===== src/rtl/add32_seq.sv =====
// add32_seq: byte-serial W-bit adder around a single adder8; define ADD32_SEQ_SUB_EN to add the sub port (a - b).
module adder8 (
  input  logic [7:0] a,
  input  logic [7:0] b,
  input  logic       cin,
  output logic [7:0] sum,
  output logic       cout
);
  assign {cout, sum} = {1'b0, a} + {1'b0, b} + {8'b0, cin};
endmodule

module add32_seq #(
  parameter int NBYTES = 4
) (
  input  logic                clk,
  input  logic                rst_n,
  input  logic                start,
  input  logic [8*NBYTES-1:0] a,
  input  logic [8*NBYTES-1:0] b,
  input  logic                cin,
`ifdef ADD32_SEQ_SUB_EN
  input  logic                sub,
`endif
  output logic                busy,
  output logic                done,
  output logic [8*NBYTES-1:0] sum,
  output logic                cout,
  output logic                ovf
);
  localparam int W = 8 * NBYTES;
  localparam int KW = $clog2(NBYTES);
  localparam logic [KW-1:0] KLAST = KW'(NBYTES - 1);
  typedef enum logic [1:0] {IDLE, RUN, DONE} state_t;
  state_t state_q, state_d;
  logic [KW-1:0] k_q, k_d;
  logic carry_q, carry_d, cout_q, cout_d, ovf_q, ovf_d, c8, sub_eff;
  logic [W-1:0] a_q, a_d, b_q, b_d, acc_q, acc_d, sum_q, sum_d;
  logic [7:0] s8;
`ifdef ADD32_SEQ_SUB_EN
  assign sub_eff = sub;
`else
  assign sub_eff = 1'b0;
`endif
  adder8 u_add (
    .a(a_q[{k_q, 3'b000} +: 8]),
    .b(b_q[{k_q, 3'b000} +: 8]),
    .cin(carry_q),
    .sum(s8),
    .cout(c8)
  );
  always_comb begin
    state_d = state_q;
    k_d = k_q;
    carry_d = carry_q;
    a_d = a_q;
    b_d = b_q;
    acc_d = acc_q;
    sum_d = sum_q;
    cout_d = cout_q;
    ovf_d = ovf_q;
    if (state_q == RUN) begin
      acc_d[{k_q, 3'b000} +: 8] = s8;
      carry_d = c8;
      k_d = (k_q == KLAST) ? '0 : k_q + KW'(1);
      if (k_q == KLAST) begin
        state_d = DONE;
        sum_d = acc_d;
        cout_d = c8;
        ovf_d = (a_q[W-1] == b_q[W-1]) && (acc_d[W-1] != a_q[W-1]);
      end
    end else if (start) begin
      state_d = RUN;
      a_d = a;
      b_d = sub_eff ? ~b : b;
      carry_d = sub_eff | cin;
      k_d = '0;
    end else begin
      state_d = IDLE;
    end
  end
  always_ff @(posedge clk or negedge rst_n) begin
    if (!rst_n) begin
      state_q <= IDLE;
      k_q <= '0;
      carry_q <= 1'b0;
      a_q <= '0;
      b_q <= '0;
      acc_q <= '0;
      sum_q <= '0;
      cout_q <= 1'b0;
      ovf_q <= 1'b0;
    end else begin
      state_q <= state_d;
      k_q <= k_d;
      carry_q <= carry_d;
      a_q <= a_d;
      b_q <= b_d;
      acc_q <= acc_d;
      sum_q <= sum_d;
      cout_q <= cout_d;
      ovf_q <= ovf_d;
    end
  end
  assign busy = state_q == RUN;
  assign done = state_q == DONE;
  assign sum = sum_q;
  assign cout = cout_q;
  assign ovf = ovf_q;
endmodule


===== config.mk =====
export PLATFORM = sky130hd
export DESIGN_NAME = add32_seq
export DESIGN_NICKNAME = d
export VERILOG_FILES = /design/src/rtl/add32_seq.sv
export SDC_FILE = /design/constraint.sdc
export NUM_CORES = 1
export LEC_CHECK = 0
export CAP_MARGIN = 40
export CORE_AREA = 4 4 117 119
export CTS_BUF_LIST = sky130_fd_sc_hd__clkbuf_2 sky130_fd_sc_hd__clkbuf_4 sky130_fd_sc_hd__clkbuf_8
export CTS_CLUSTER_SIZE = 24
export DETAILED_ROUTE_END_ITERATION = 10
export DIE_AREA = 0 0 121 123
export PLACE_DENSITY_LB_ADDON = 0.25
export SLEW_MARGIN = 20
export SYNTH_ARGS = -nofsm -noshare
export SYNTH_HDL_FRONTEND = slang
export SYNTH_HIERARCHICAL = 1
export SYNTH_SLANG_ARGS = --single-unit

===== constraint.sdc =====
create_clock -name clk -period 3.4 [get_ports clk]
set_clock_uncertainty 0.1 [all_clocks]
set_input_delay 0.34 -clock clk [delete_from_list [all_inputs] [get_ports clk]]
set_output_delay 0.34 -clock clk [all_outputs]
set_load 0.02 [all_outputs]

# After elaboration in Yosys (flattened, before gate mapping)
# Index checks and enable logic that the tools add are counted.
# word_totals
ff_bits	135
wordCells	37
inputBits	68
output_inout_bits	36
# op_classes
reduce_logical	4
n_eq_ne	6
shifts	4
add_sub_neg	4
bitwise_logic	1
mux	9
# op_table
cell	count
indexed part select 32 x 6 -> 8 bit	2
bitwise mux 32 bit	1
variable shift 8 x 7 -> 32 bit (first input constant)	1
indexed part select 8 x 7 -> 32 bit	1
2-to-1 mux 2 bit	5
adder 8 x 8 -> 9 bit	1
adder 9 x 1 -> 9 bit	1
negation 5 -> 7 bit	1
== test 2 bit (second input constant)	2
AND reduction 2 bit	2
2-to-1 mux 1 bit	3
adder 2 x 1 -> 2 bit (second input constant)	1
== test 2 x 1 -> 1 bit (second input constant)	1
!= test 2 x 1 -> 1 bit (second input constant)	1
nonzero test 2 bit	1
== test 1 bit	1
logical AND 1 bit	1
!= test 1 bit	1
inverter 1 bit	1

# Depth between registers and ports, before layout
# Gate-level depths: netlist (run 1).
# depth
depth_word	7
mapped_depth	12
mapped_depth_nobuf	9

# Cells and area by module
# The synthesis (run 1) kept the hierarchy.
# by_module_without_submodules
module	cells_each	instances	seq_area_each_um2	area_per_inst_um2
add32_seq	457	1	3378.2	5949.5
adder8	38	1	0.0	312.8

# Worst setup path before layout (run 1)
# No wires, ideal clock.
# synth_timing
kind	register -> register
from	reg k_q[0]
to	reg sum_q[14] (netlist: sum[14])
path_stages_with_launch	13
setup_ns	0.083
synth_period_minus_slack_ns	3.335
path_buffers	3
required_time_ns	3.217
arrival_ns	3.152
setup_slack_ns	0.065
path_cell_list	dfrtp_1 buf_6 buf_4 mux4_2 fa_1 fa_1 a21oi_1 nor2b_1 a31oi_1 xnor2_1 buf_2 a21oi_1 o21ai_0
# synth_between
elab_chain_cells	5
word_cells_on_any_way	10
cone_classes	add/sub (3); eq/ne (1); shift (4); mux (1); reduce/logical (1)
# synth_lines
element	line	text
start: declaration	35	logic [KW-1:0] k_q, k_d;
start signal: assignment	94	k_q <= k_d;
indexed part select 32 x 6 -> 8 bit, on equally long branches	45, 46	
adder 8 x 8 -> 9 bit (*)	9	assign {cout, sum} = {1'b0, a} + {1'b0, b} + {8'b0, cin};
adder 9 x 1 -> 9 bit (*)	9	
named net s8[6]	38	logic [7:0] s8;
indexed part select 8 x 7 -> 32 bit (*)	62	acc_d[{k_q, 3'b000} +: 8] = s8;
bitwise mux 32 bit (*)	62	
end signal: assignment	99	sum_q <= sum_d;
end: declaration	37	logic [W-1:0] a_q, a_d, b_q, b_d, acc_q, acc_d, sum_q, sum_d;
# Mark *: on every way through the listed nets, which the timed path passes. The rest lies on a longest branch.
# A chain may end at the register's enable or synchronous reset.

# Final worst setup path (run 1)
# layout_timing
from	reg k_q[0]
to	reg ovf_q (netlist: ovf)
# layout_between
elab_chain_cells	7
word_cells_on_any_way	12
cone_classes	add/sub (3); eq/ne (2); shift (4); mux (1); reduce/logical (2)
# layout_lines
element	line	text
indexed part select 32 x 6 -> 8 bit, on equally long branches	45, 46	
adder 8 x 8 -> 9 bit (*)	9	
adder 9 x 1 -> 9 bit (*)	9	
named net s8[7]	38	
indexed part select 8 x 7 -> 32 bit (*)	62	
bitwise mux 32 bit (*)	62	
!= test 1 bit (*)	69	ovf_d = (a_q[W-1] == b_q[W-1]) && (acc_d[W-1] != a_q[W-1]);
logical AND 1 bit (*)	69	
end signal: assignment	101	ovf_q <= ovf_d;
end: declaration	36	logic carry_q, carry_d, cout_q, cout_d, ovf_q, ovf_d, c8, sub_eff;
# Marks and branches as above.

==> results of run 1 <==
[through the flow]
step | setup WS (ns) | power (mW) | setup TNS, ns
4_1_cts | 0.0930 | 9.35 | 0
5_1_grt | -0.0219 | 9.99 | -0.0301
2_1_floorplan | 0.0652 | 6.25 | 0
3_3_place_gp | 0.241 | 7.61 | 0
3_5_place_dp | 0.141 | 7.96 | 0
6_report | 0.133 | 9.39 | 0
[per-layer routing]
metal	up-vias	track usage [%]	routed length, um
met3	30	6.31	770
met1	2104	27.1	6250
met2	129	31.0	6560
met4	0	8.92	423
met5	-	0	0
li1	1976	-	-
[worst max-delay path by stage]
stage / endpoint / start / slack [ns]
after floorplan: sum[14] / k_q[0] / 0.07
after global placement: ovf / k_q[0] / 0.24
after detailed placement: ovf / k_q[0] / 0.14
after CTS: ovf / k_q[0] / 0.09
after global routing: sum[22] / k_q[0] / -0.02
final: ovf / k_q[0] / 0.13
[flip-flops by register name, indices dropped and copies added, names as in the netlist]
signal	count
k_q	2
carry_q	1
b_q	32
cout	1
a_q	32
acc_q	32
state_q	2
ovf	1
sum	32
[power by group through the flow]
stage          sequential, mW  clock (mW)  combinational (mW)
2_1_floorplan            2.78           0                3.47
3_3_place_gp             2.71           0                4.90
3_5_place_dp             2.73           0                5.23
4_1_cts                  2.70        1.40                5.25
5_1_grt                  2.79        1.48                5.72
6_report                 2.70        1.38                5.32
[layout make-up]
type	count	area [um^2]
Clock buffer	27	353
Clock inverter	2	60.1
Fill cell	1000	4680
Inverter	5	18.8
Multi-Input combinational cell	319	2670
Sequential cell	135	3380
Tap cell	172	215
Timing Repair Buffer	118	1180
[layout by cell type, fill, tap and decap left out, types with 2 or more instances in the layout]
master           instances
nand2b_1                 2
nor3_1                   2
mux4_2                  16
buf_12                   3
nor2b_1                 34
dfrtp_1                135
clkbuf_4                 3
clkdlybuf4s50_1        102
nand2_1                 45
nor2_1                   2
inv_1                    5
fa_1                     2
o21ai_0                 37
o31ai_1                  2
mux2i_1                  2
bufinv_16                2
ha_1                    13
xnor2_1                  3
nand3_1                  2
buf_4                   11
a21oi_1                 36
clkbuf_8                24
a22o_1                  31
mux2_2                  65
nor4_4                   3
[what timing repair did]
action	4_1_cts	5_1_grt
endpoints found under the hold margin	34	0
endpoints found under the setup margin	0	5
gates resized for setup	0	2
hold buffers	1	0
[cells by family after synthesis]
kind of cell	count (synthesis)
AOI/OAI and AO/OA	114
xor gates and xnor gates	5
adders and majority gates	15
muxes	83
DFF	135
and+or+nand+nor	102
buffers and inverters	41
==> impl_metrics.tcl, run 1 <==
set metrics [dict create \
    drt-initial-drc-count 184 \
    clkTransAtPathRegs_ns 0.07 \
    syn_nets 578 \
    detail_route.drc_violations 0 \
    path_buf_inv 1 \
    relSlewSlack_pct 46.4 \
    drv_slew 0 \
    ant_nets 0 \
    post-place-cells 748 \
    r2r_slack_ns 0.13 \
    path_cells "buf_4 -> mux4_2 -> ha_1 -> a21oi_2 -> nand2_1 -> a221o_1 -> a211o_1 -> a2111o_1 -> nand3_1" \
    placed_cell_area_um2 7450 \
    ys_types 43 \
    floorplan.initialDensity_pct 49.8 \
    cp_slowest_cell "mux4_2" \
    cp.required_ns 3.68 \
    cts_root_buf "clkbuf_8" \
    finalSetupViolCount 0 \
    htree_levels 4 \
    avgRoutedWirePerCell_um 18.0 \
    hold_path.class "primary input to asynchronous set/reset pin" \
    reg2regPathDepth 9 \
    rsz0062_at_grt "true" \
    synth.largest_area_cell "dfrtp_1" \
    ys_seq_area_share_pct 53.9 \
    pwr-share-clk_pct 14.7 \
    arrival_ns 3.54 \
    synthSimpleGateAreaFrac_pct 9.35 \
    die_area_um2 14900 \
    hold_ws_ns 0.286 \
    crit_path_start_kind "register" \
    synth_area_per_cell_um2 12.7 \
    final_nets 679 \
    fin_area_um2 7880 \
    grt_util_all_layers_pct 20.4 \
    status "complete, no violations" \
    clock_path_buffers 2 \
    synth_top_family_by_area "multiplexers" \
    port_buffers 103 \
    synthAdderAreaFrac_pct 3.24 \
    fin_cells 778 \
    viasPerCell 5.45 \
    max_freq_mhz 306 \
    fin_crit_sh_pct 96.1 \
    power_switching_mw 4.02 \
    firstDrtPassIters 4 \
    r2r_end "ovf" \
    maxCapViolations 0 \
    postSynthCellCount 495 \
    rows 41 \
    synth_compound_area_share_pct 11.5 \
    synthTopCellsByCount "135 x dfrtp_1, 65 x mux2_2, 46 x nand2_1" \
    drive_gt1_share_pct 22.1 \
    clkLatencyLatePin_ns 0.45 \
    power.leakage_nw 3.37 \
    synth_edf_count 0 \
    synth_top_area_share_pct 53.9 \
    synth_ff_type "dfrtp_1" \
    critical-path-top-delay-family "compound AO/OA/AOI/OAI gates" \
    diodes 0 \
    seqPwrFrac_pct 28.7 \
    synthToLayoutAreaGrowth_pct 25.9 \
    critPathKind "register to register" \
    vias 4239 \
    p_int_mw 5.37 \
    slowest_delay_ns 0.54 \
    power_per_cell_area_nw_per_um2 1190 \
    cts_tree "done" \
    crit_path_max_fanout 9 \
    ys_ff_latch 135 \
    io-pin-count 104 \
    hold_viol 0 \
    cts_setup_buffers 0 \
    end_kind "register" \
    cts-buffers-inserted 17 \
    die_h_um 123 \
    ys_top_cells_by_area "dfrtp_1 54%, mux2_2 12%, mux4_2 5.8%" \
    synthesis.area_um2 6260 \
    overflow 0 \
    cp.depth 9 \
    yosys_warnings 6 \
    synth_xor_area_share_pct 0.699 \
    max_slew.worst_pin.slew_ns 0.798 \
    clock_sinks 135 \
    grt_pass1_wl_mm 23.1 \
    grt_max_degree 68 \
    grt_pass1_vias 4416 \
    antenna_found_initial 0 \
    min_period_ns 3.27 \
    async_reset_ff_share_pct 100 \
    power_frac_comb_pct 56.6 \
    synth_most_common_cell "dfrtp_1" \
    switching_share_pct 42.8 \
    muxShareOfSynthArea_pct 17.8 \
    peakVddDrop_uv 1070 \
    routed_wl_mm 14.0 \
    r2r-start "k_q[0]" \
    finalWeightedCongestion 0.823 \
    coreArea_um2 12600 \
    dp_hpwl_mm 10.2 \
    die_w_um 121 \
    postLayoutCoreUtil_pct 62.7 \
]
Power figures use the tool's default switching activity.
==> run 2, diff against run 1 <==
CAP_MARGIN = 20   (was 40)
==> run 2 against run 1 <==
  * Clock-buffer cell count rose by 1
  * Highest routed layer unchanged
  * Combinational power fell by 4.1%
  * Worst hold slack improved by 0.093 ns
  * Largest power group unchanged
  * Register-to-register slack improved by 0.04 ns
  * Die area did not move
  * Power fell by 3.7%
==> impl_metrics.tcl, run 2 (synthesis results as in run 1) <==
set metrics [dict create \
    status "complete, no violations" \
    cts-buffers-inserted 17 \
    overflow 0 \
    clkTransAtPathRegs_ns 0.07 \
    hold_viol 0 \
    r2r_slack_ns 0.17 \
    end_kind "register" \
    fin_cells 776 \
    clkLatencyLatePin_ns 0.45 \
    fin_crit_sh_pct 94.9 \
    rsz0062_at_grt "true" \
    postLayoutCoreUtil_pct 62.2 \
    finalWeightedCongestion 0.823 \
    rows 41 \
    hp-start "sum[27]" \
    post-place-ws_ns 0.144 \
    cp.depth 6 \
    hold_path.class "register to register" \
    detail_route.drc_violations 0 \
    critical-path-top-delay-family "adder cells" \
    grt_pass1_vias 4389 \
    io-pin-count 104 \
    viasPerCell 5.38 \
    die_h_um 123 \
    path_buf_inv 0 \
    die_area_um2 14900 \
    r2r-start "k_q[0]" \
    ant_nets 0 \
    crit_path_start_kind "register" \
    path_cells "mux4_2 -> fa_1 -> fa_1 -> xor2_1 -> a21oi_1 -> o21ai_0" \
    drive_gt1_share_pct 21.9 \
    maxCapViolations 0 \
    cts_root_buf "clkbuf_8" \
    reg2regPathDepth 6 \
    final_nets 676 \
    drt-initial-drc-count 233 \
    peakVddDrop_uv 908 \
    grt_max_degree 70 \
    r2r_end "sum[18]" \
    arrival_ns 3.49 \
    antenna_found_initial 0 \
    cp_slowest_cell "xor2_1" \
    clock_sinks 135 \
    finalSetupTns_ns 0 \
    crit_path_max_fanout 8 \
    min_period_ns 3.23 \
    relSlewSlack_pct 32.9 \
    avgRoutedWirePerCell_um 17.9 \
    dp_hpwl_mm 9.91 \
    crit_top_cell "fa_1" \
    max_slew.worst_pin.slew_ns 1.00 \
    endpoint "sum[18]" \
    finalSetupViolCount 0 \
    startpoint "k_q[0]" \
    cts_tree "done" \
    grt_util_all_layers_pct 20.3 \
    drv_slew 0 \
    critPathKind "register to register" \
    grt_pass1_wl_mm 22.9 \
    cp.required_ns 3.67 \
    port_buffers 103 \
    floorplan.initialDensity_pct 49.8 \
    synthToLayoutAreaGrowth_pct 24.8 \
    power_per_cell_area_nw_per_um2 1160 \
    htree_levels 4 \
    max_freq_mhz 310 \
    firstDrtPassIters 4 \
    post-place-cells 745 \
    slowest_delay_ns 0.80 \
    clock_path_buffers 2 \
    coreArea_um2 12600 \
    die_w_um 121 \
    layout_commonest_cell "dfrtp_1" \
    final_cell_mix "135 x dfrtp_1, 102 x clkdlybuf4s50_1, 65 x mux2_2" \
    fin_ws_ns 0.173 \
    cts_setup_buffers 0 \
    fillerInstances 1005 \
    vias 4178 \
    power.leakage_nw 3.34 \
    routed_wl_mm 13.9 \
    diodes 0 \
]
==> run 2: layout make-up <==
| class | count | area, um^2 | area share, % |
|---|---|---|---|
| clock buffer | 28 | 367 | 4.69 |
| clock inverter | 2 | 10.0 | 0.128 |
| inverter | 5 | 18.8 | 0.240 |
| multi-input combinational | 319 | 2670 | 34.2 |
| sequential | 135 | 3380 | 43.2 |
| tap | 172 | 215 | 2.75 |
| timing repair buffer | 115 | 1150 | 14.8 |
==> run 2: tightest hold or removal path, stage by stage, from the launching register on <==
cell     delay [ns]
dfrtp_1        0.34
nand2_1        0.04
o21ai_0        0.06
==> run 2: metrics by stage <==
step           hold WS (ns)  cell area [um^2]  power, mW
2_1_floorplan       -0.0556              6260       6.25
3_3_place_gp          0.359              7410       7.61
3_5_place_dp          0.370              7410       7.78
4_1_cts               0.374              7800       9.05
5_1_grt               0.383              7820       9.66
6_report              0.379              7820       9.05
==> run 2: how the worst min path moves through the flow <==
stage,cells past startpoint,slack (ns),to
floorplan,0,-0.06,a_q[0]
global placement,2,0.36,sum[0]
detailed placement,2,0.37,sum[28]
CTS,2,0.37,b_q[19]
global route,2,0.38,a_q[12]
finish,2,0.38,sum[27]
==> run 2: layer usage <==
metal	GRT usage, %	part of all wire (%)
met1	26.4	43
met2	32.1	49
met3	5.86	5.8
met4	8.29	1.7
met5	0	0
==> run 2: repair_timing <==
item | in CTS | in global routing
hold buffers | 1 | 0
endpoints found under the hold margin | 68 | 0
setup endpoints to repair | 0 | 5
gates resized for setup | 0 | 3
==> run 2: report_power, final <==
part           leakage [nW]  internal, mW  switching (mW)  total [mW]
clock                 0.201         0.676           0.578        1.25
combinational          1.42          2.16            2.94        5.10
sequential             1.72          2.30           0.392        2.69
